### src/rtl/multi_ctrl_fsm_pkg.sv
// multi_ctrl_fsm_pkg: state codes, opcodes and control encodings shared with the ALU-control decoder.
package multi_ctrl_fsm_pkg;

    typedef enum logic [3:0] {
        S_FETCH  = 4'd0,
        S_DECODE = 4'd1,
        S_MEMADR = 4'd2,
        S_MEMRD  = 4'd3,
        S_MEMWB  = 4'd4,
        S_MEMWR  = 4'd5,
        S_EXEC   = 4'd6,
        S_RWB    = 4'd7,
        S_BRANCH = 4'd8,
        S_JUMP   = 4'd9,
        S_ADDIEX = 4'd10,
        S_ADDIWB = 4'd11
    } state_e;

    localparam logic [5:0] OP_RTYPE = 6'b000000;
    localparam logic [5:0] OP_J     = 6'b000010;
    localparam logic [5:0] OP_BEQ   = 6'b000100;
    localparam logic [5:0] OP_ADDI  = 6'b001000;
    localparam logic [5:0] OP_LW    = 6'b100011;
    localparam logic [5:0] OP_SW    = 6'b101011;

    localparam logic [1:0] ALU_ADD   = 2'b00;
    localparam logic [1:0] ALU_SUB   = 2'b01;
    localparam logic [1:0] ALU_FUNCT = 2'b10;

    localparam logic [1:0] PC_ALU    = 2'b00;
    localparam logic [1:0] PC_ALUOUT = 2'b01;
    localparam logic [1:0] PC_JUMP   = 2'b10;

    localparam logic [1:0] SRCB_REG   = 2'b00;
    localparam logic [1:0] SRCB_FOUR  = 2'b01;
    localparam logic [1:0] SRCB_IMM   = 2'b10;
    localparam logic [1:0] SRCB_BROFF = 2'b11;

endpackage

### src/rtl/multi_ctrl_fsm.sv
// multi_ctrl_fsm: multicycle MIPS-style main control FSM (fetch/decode/execute/memory/write-back).
// Define MULTI_CTRL_ADDI_EN to add addi support (ADDIEX/ADDIWB); otherwise addi decodes as illegal.
module multi_ctrl_fsm
    import multi_ctrl_fsm_pkg::*;
#(
    parameter int STATE_W = 4
) (
    input  logic               clk,
    input  logic               rst_n,
    input  logic [5:0]         op,
    input  logic               mem_ready,
    output logic               pc_write,
    output logic               pc_write_cond,
    output logic               i_or_d,
    output logic               mem_read,
    output logic               mem_write,
    output logic               mem_to_reg,
    output logic               ir_write,
    output logic [1:0]         pc_source,
    output logic [1:0]         alu_op,
    output logic               alu_src_a,
    output logic [1:0]         alu_src_b,
    output logic               reg_write,
    output logic               reg_dst,
    output logic               illegal,
    output logic [STATE_W-1:0] state
);

    if (STATE_W < 4) begin : g_bad_width
        $error("multi_ctrl_fsm: STATE_W must be at least 4");
    end

    state_e state_q, state_d;

    always_ff @(posedge clk or negedge rst_n) begin
        if (!rst_n) state_q <= S_FETCH;
        else        state_q <= state_d;
    end

    assign state = STATE_W'(state_q);

    always_comb begin
        state_d       = state_q;
        pc_write      = 1'b0;
        pc_write_cond = 1'b0;
        i_or_d        = 1'b0;
        mem_read      = 1'b0;
        mem_write     = 1'b0;
        mem_to_reg    = 1'b0;
        ir_write      = 1'b0;
        pc_source     = PC_ALU;
        alu_op        = ALU_ADD;
        alu_src_a     = 1'b0;
        alu_src_b     = SRCB_REG;
        reg_write     = 1'b0;
        reg_dst       = 1'b0;
        illegal       = 1'b0;
        case (state_q)
            S_FETCH: begin
                mem_read  = 1'b1;
                alu_src_b = SRCB_FOUR;
                ir_write  = mem_ready;
                pc_write  = mem_ready;
                state_d   = mem_ready ? S_DECODE : S_FETCH;
            end
            S_DECODE: begin
                alu_src_b = SRCB_BROFF;
                case (op)
                    OP_LW, OP_SW: state_d = S_MEMADR;
                    OP_RTYPE:     state_d = S_EXEC;
                    OP_BEQ:       state_d = S_BRANCH;
                    OP_J:         state_d = S_JUMP;
`ifdef MULTI_CTRL_ADDI_EN
                    OP_ADDI:      state_d = S_ADDIEX;
`endif
                    default: begin
                        state_d = S_FETCH;
                        illegal = 1'b1;
                    end
                endcase
            end
            S_MEMADR: begin
                alu_src_a = 1'b1;
                alu_src_b = SRCB_IMM;
                state_d   = (op == OP_LW) ? S_MEMRD : S_MEMWR;
            end
            S_MEMRD: begin
                mem_read = 1'b1;
                i_or_d   = 1'b1;
                state_d  = mem_ready ? S_MEMWB : S_MEMRD;
            end
            S_MEMWB: begin
                reg_write  = 1'b1;
                mem_to_reg = 1'b1;
                state_d    = S_FETCH;
            end
            S_MEMWR: begin
                mem_write = 1'b1;
                i_or_d    = 1'b1;
                state_d   = mem_ready ? S_FETCH : S_MEMWR;
            end
            S_EXEC: begin
                alu_src_a = 1'b1;
                alu_op    = ALU_FUNCT;
                state_d   = S_RWB;
            end
            S_RWB: begin
                reg_write = 1'b1;
                reg_dst   = 1'b1;
                state_d   = S_FETCH;
            end
            S_BRANCH: begin
                alu_src_a     = 1'b1;
                alu_op        = ALU_SUB;
                pc_write_cond = 1'b1;
                pc_source     = PC_ALUOUT;
                state_d       = S_FETCH;
            end
            S_JUMP: begin
                pc_write  = 1'b1;
                pc_source = PC_JUMP;
                state_d   = S_FETCH;
            end
`ifdef MULTI_CTRL_ADDI_EN
            S_ADDIEX: begin
                alu_src_a = 1'b1;
                alu_src_b = SRCB_IMM;
                state_d   = S_ADDIWB;
            end
            S_ADDIWB: begin
                reg_write = 1'b1;
                state_d   = S_FETCH;
            end
`endif
            // Unreachable codes recover to FETCH with every output deasserted.
            default: state_d = S_FETCH;
        endcase
    end

endmodule
### config.mk
export PLATFORM = sky130hd
export DESIGN_NAME = multi_ctrl_fsm
export DESIGN_NICKNAME = d
export VERILOG_FILES = /design/src/rtl/multi_ctrl_fsm_pkg.sv /design/src/rtl/multi_ctrl_fsm.sv
export SDC_FILE = /design/constraint.sdc
export NUM_CORES = 1
export LEC_CHECK = 0
export BUFFER_PORTS_ARGS = -buffer_cell sky130_fd_sc_hd__buf_4
export CAP_MARGIN = 20
export CORE_AREA = 2 2 39 41
export CTS_CLUSTER_SIZE = 25
export DETAILED_ROUTE_END_ITERATION = 8
export DIE_AREA = 0 0 41 43
export GPL_TIMING_DRIVEN = 0
export HOLD_SLACK_MARGIN = 0.15
export PLACE_DENSITY = 0.71
export SKIP_CTS_REPAIR_TIMING = 1
export SLEW_MARGIN = 10
export SYNTH_ARGS = -nofsm -noshare
export SYNTH_HDL_FRONTEND = slang
export SYNTH_SLANG_ARGS = --single-unit
### constraint.sdc
create_clock -name clk -period 2.5 [get_ports clk]
set_clock_uncertainty 0.1 [all_clocks]
set_input_delay 0.25 -clock clk [delete_from_list [all_inputs] [get_ports clk]]
set_output_delay 0.25 -clock clk [all_outputs]
set_load 0.02 [all_outputs]
==> results of run 1 <==
worst paths after layout:
kind / from / cells past startpoint / to
max: state[2]$_DFF_PN0_ / 6 / reg_write
min: op[2] / 3 / state[3]$_DFF_PN0_
max reg2reg: state[1]$_DFF_PN0_ / 4 / state[2]$_DFF_PN0_
min reg2reg: state[2]$_DFF_PN0_ / 2 / state[3]$_DFF_PN0_
max in group asynchronous: rst_n / 2 / state[2]$_DFF_PN0_
min in group asynchronous: rst_n / 2 / state[1]$_DFF_PN0_
layout make-up:
type	count	area (um2)
buffer	8	42.5
inverter	1	3.75
multi-input combinational	55	345
timing repair buffer	30	230
sequential	4	100
tap	16	20.0
fill	136	619
clock buffer	3	22.5
stage by stage:
| stage | hold slack, ps | cells | area, um2 | setup slack [ps] | total power, mW |
|---|---|---|---|---|---|
| 2_1_floorplan | -146 | 68 | 492 | 444 | 0.156 |
| 3_3_place_gp | -55.1 | 112 | 722 | 630 | 0.207 |
| 3_5_place_dp | -51.9 | 112 | 722 | 573 | 0.208 |
| 4_1_cts | -306 | 115 | 744 | 352 | 0.291 |
| 5_1_grt | 221 | 117 | 764 | 247 | 0.310 |
| 6_report | 219 | 117 | 764 | 371 | 0.290 |
Yosys cell counts (all sizes together):
cell | n | area share, %
clkbuf | 5 | 3.8
o22ai | 2 | 2.5
nand3b | 2 | 3.1
a21o | 1 | 1.5
nor4 | 1 | 1.3
or4b | 1 | 2.8
inv | 1 | 0.76
or3 | 2 | 3.6
nor3 | 9 | 9.2
and2 | 1 | 1.3
and3 | 1 | 1.3
dfrtp | 4 | 20
o21ai | 1 | 1.0
nand2 | 4 | 3.1
o21a | 1 | 1.5
a31oi | 1 | 1.3
nand2b | 5 | 6.4
o311ai | 1 | 3.3
nand4b | 1 | 1.8
o2bb2ai | 1 | 1.8
a211o | 1 | 1.8
nor3b | 2 | 3.1
a21oi | 3 | 3.1
or2 | 1 | 1.3
nor2 | 9 | 6.9
o221a | 1 | 2.3
buf | 3 | 4.8
xnor2 | 3 | 5.3
cell families (layout without fill, tap and decap cells):
kind of cell | Yosys count | count (layout) | share of synthesized area [%]
flip-flops | 4 | 4 | 20.4
XOR/XNOR | 3 | 3 | 5.34
AND/OR/NAND/NOR | 39 | 39 | 44.8
buffers and inverters | 9 | 42 | 9.41
AO/OA/AOI/OAI | 13 | 13 | 20.1
routing by layer:
metal  GRT usage, %  routed length (um)  up-vias
met5              0                   0        -
met3           3.14                  98        2
met2           28.4                 661       29
li1               -                   -      307
met1           18.0                 513      258
met4           8.00                  21        0
worst max-delay path, stage by stage, from the launching register on:
cell	delay, ps
dfrtp_1	400
clkbuf_1	240
inv_1	180
nor2_1	70
and3_1	210
or2_2	290
buf_4	160
power by group through the flow:
stage | Sequential [mW] | Clock (mW) | Combinational [mW]
floorplan | 0.0758 | 0 | 0.0803
global placement | 0.0714 | 0 | 0.135
detailed placement | 0.0716 | 0 | 0.136
CTS | 0.0708 | 0.0839 | 0.137
global route | 0.0712 | 0.0886 | 0.150
finish | 0.0707 | 0.0805 | 0.138
==> results.cfg, run 1 <==
[timing]
post-route-period-util_pct = 85.2
finalCriticalPeriod_ps = 2130
finalSetupTns_ps = 0
finalHoldViolCount = 0
setup_viol = 0
relSlewSlack_pct = 70.9
tightest_slew_ps = 437
rsz0062_at_grt = no
final_max_slew_viol_count = 0
max_freq_ghz = 0.470

[floorplan]
die_area_um2 = 1760
die_x_um = 41
coreArea_um2 = 1380
start_util_pct = 35.5
die_y_um = 43
io_pins = 30
num_rows = 14

[drt]
vias = 596
drtPass1Iterations = 4
drt_iter0_drc = 12
wire_per_inst_um = 11.1
wirelength_um = 1290
drc = 0
via_per_inst = 5.09
ant_nets = 0

[yosys]
syn_nets = 77
postSynthAreaPerCell_um2 = 7.23
synth_seq_area_share_pct = 20.4
ys_seq_elements = 4
yosys_warnings = 0
syn_area_um2 = 492
syn_inst = 68
synth_cell_types = 31

[worst_setup_path]
cp.required_ps = 2150
arrival_ps = 1780
r2r_slack_ps = 580
path_max_fanout = 10
cp-end-kind = output port
startpoint_type = register
crit_type = register to output port

[grt]
grt_pass1_vias = 506
grt_max_degree = 11
track_usage_pct = 16.6
grt_antenna_before_repair = 0
overflow = 0
grt_first_pass_wirelength_um = 1990

[power_and_ir_drop]
netSwitchingPower_mw = 0.104
pwr-share-comb_pct = 47.8
sw_frac_of_total_pct = 35.9
clockPowerShare_pct = 27.8
cellLeakagePower_nw = 0.345
power_density_nw_per_um2 = 379
seq_power_share_pct = 24.4
p_int_mw = 0.186
ir_drop_v = 0.000314

[cts]
path_clk_slew_ps = 40
cts.path.max_buffers = 2
clock_sinks = 4
h-tree-depth = 1
cts-root-buf = clkbuf_4
cts_tree = done
clock_latency_ps = 240
numCtsBuffers = 3

[cells_and_area]
final_core_util_pct = 55.2
layout_commonest_cell = buf_4
drive_above_1_share_pct = 38.6
final_cell_mix = 29 x buf_4, 9 x nor3_1, 9 x nor2_1
area_growth_pct = 55.5
nets = 112
largest_reg_flops = 4
insertedDiodeCount = 0

[placed_design]
port-buffer-count = 28
dp_hpwl_um = 1030
gp_congestion = 0.717

[outcome]
status = completed

[hold_path]
min_path_type = primary input to register

[job]
maxCapViolCount = 0
Note: power is estimated with default switching activity, not from simulation.
==> run 2: changes to the inputs <==
ABC_AREA = 1   (was default)
PLACE_DENSITY = 0.69   (was 0.71)
==> results.cfg, run 2 <==
[grt]
grtUsageMet3_pct = 3.14
overflow = 0
grt_first_pass_wirelength_um = 1880
grt_antenna_before_repair = 0
met1_usage_pct = 17.0
grt_use_met2_pct = 25.6
track_usage_pct = 15.4
grt_pass1_vias = 506
top_usage_layer = met2
grt_max_degree = 8

[timing]
final_max_slew_viol_count = 0
rsz0062_at_grt = no
finalHoldViolCount = 0
tightest_slew_ps = 233
relSlewSlack_pct = 84.4
post-route-period-util_pct = 68.9
finalSetupTns_ps = 0
fin_ws_ps = 776
max_freq_ghz = 0.580
finalCriticalPeriod_ps = 1720
setup_viol = 0

[placed_design]
dp_hpwl_um = 1010
gp_congestion = 0.789
dp_slack_ps = 1000
port-buffer-count = 29

[yosys]
syn_inst = 87
synth_compound_area_share_pct = 4.62
netlist_top_cells_count = 21 x nand2_1, 20 x nor2_1, 17 x inv_1
synth_seq_area_share_pct = 21.7
yosys.area.top_type_share_pct = 21.7
ys_seq_elements = 4
synth_top_area_cell = dfrtp_1
yosys.area_share.adder_pct = 0
synth-simple-area-share_pct = 57.3
postSynthAreaPerCell_um2 = 5.29
syn_area_um2 = 460
synthTopCellsByArea = dfrtp_1 22%, nand2_1 17%, nor2_1 16%, inv_1 14%, nand3_1 11%
synth_top_family_by_area = simple AND/OR/NAND/NOR gates
post-synth-top-count-cell = nand2_1
synth_flop_cell = dfrtp_1
syn_nets = 96
async_reset_ff_share_pct = 100
synth_xor_area_share_pct = 0
synth_mux_area_share_pct = 0
yosys_warnings = 0
synth_edf_count = 0
synth_cell_types = 16

[cells_and_area]
multi_input_area_um2 = 285
insertedDiodeCount = 0
drive_above_1_share_pct = 32.5
largest_reg_flops = 4
register_area_um2 = 100
final_cell_mix = 30 x buf_4, 21 x nand2_1, 20 x nor2_1
nets = 131
layout_commonest_cell = buf_4
fillers = 159
area_growth_pct = 58.7

[drt]
drc = 0
drt_iter0_drc = 3
ant_nets = 0
via_per_inst = 4.42
wirelength_um = 1190
wire_per_inst_um = 8.75
vias = 601
drtPass1Iterations = 2

[worst_setup_path]
startpoint_type = register
cp.required_ps = 2150
crit_slowest_cell = dfrtp_1
crit_buf_inv = 2
r2r_end = state[2]$_DFF_PN0_
path_cells = nor2_4, nand2_2, inv_2, nand3_1, nor2_1, buf_4
arrival_ps = 1370
r2r_slack_ps = 1270
cp_top_family = simple AND/OR/NAND/NOR gates
reg2reg_from = state[1]$_DFF_PN0_
ff2ff_path_depth = 6
cp_slowest_stage_delay_ps = 430
path_max_fanout = 7
cp-end-kind = output port
crit_type = register to output port

[cts]
h-tree-depth = 1
clock_latency_ps = 230
cts-root-buf = clkbuf_4
clock_sinks = 4
path_clk_slew_ps = 40
numCtsBuffers = 3
cts.path.max_buffers = 2
cts_tree = done

[power_and_ir_drop]
ir_drop_v = 0.000142
cellLeakagePower_nw = 0.477
pwr-share-comb_pct = 43.5
netSwitchingPower_mw = 0.0964
clockPowerShare_pct = 28.7
power_density_nw_per_um2 = 362
sw_frac_of_total_pct = 36.5
p_int_mw = 0.168
seq_power_share_pct = 27.8

[floorplan]
coreArea_um2 = 1380
die_y_um = 43
io_pins = 30
die_area_um2 = 1760
die_x_um = 41
start_util_pct = 33.3
num_rows = 14

[hold_path]
holdPathStages = 4
hold_start = op[3]
holdPathEnd = state[1]$_DFF_PN0_
min_path_type = primary input to register

[job]
maxCapViolCount = 0

[outcome]
status = completed
-- run 2: power by group through the flow --
stage	sequential, mW	combinational [mW]	clock [mW]
after floorplan	0.0777	0.0613	0
after global placement	0.0742	0.114	0
after global routing	0.0740	0.128	0.0802
final	0.0734	0.115	0.0760
after CTS	0.0733	0.115	0.0794
after detailed placement	0.0741	0.115	0
-- run 2: kinds of logic after synthesis --
| family | count (synthesis) |
|---|---|
| simple gates | 60 |
| buf+inv | 19 |
| compound gates | 4 |
| flops | 4 |
-- run 2: area by class of cell --
type	count	share of cell area, %
Multi-Input combinational cell	64	39.0
Timing Repair Buffer	30	31.2
Sequential cell	4	13.7
Inverter	18	9.25
Clock buffer	3	3.08
Tap cell	16	2.74
Buffer	1	1.03
-- run 2: worst max path at each step --
stage / start / end / cells past startpoint
final: state[3]$_DFF_PN0_ / illegal / 6
after global routing: state[0]$_DFF_PN0_ / illegal / 7
after CTS: state[3]$_DFF_PN0_ / illegal / 6
after detailed placement: state[3]$_DFF_PN0_ / illegal / 6
after global placement: state[3]$_DFF_PN0_ / illegal / 6
after floorplan: state[1]$_DFF_PN0_ / alu_op[0] / 4
-- run 2: metrics by stage --
step                instance area [um2]  std cells  utilization [%]  hold WS (ps)  power [mW]
CTS                                 721        135             52.1          -299       0.268
global route                        731        136             52.8           253       0.283
floorplan                           460         87                -          -146       0.139
global placement                    698        132             50.5         -53.9       0.188
detailed placement                  698        132             50.5         -54.5       0.189
finish                              731        136             52.8           228       0.264
-- run 2: worst min-delay path, cell delays in order --
cell     delay (ps)
buf_4            90
nor3_1           40
nand3_1          60
nand3_1          70
-- run 2: routing by layer --
metal	vias to the layer above	wire, um
li1	331	-
met3	0	108
met5	-	0
met4	0	0
met2	24	590
met1	246	490
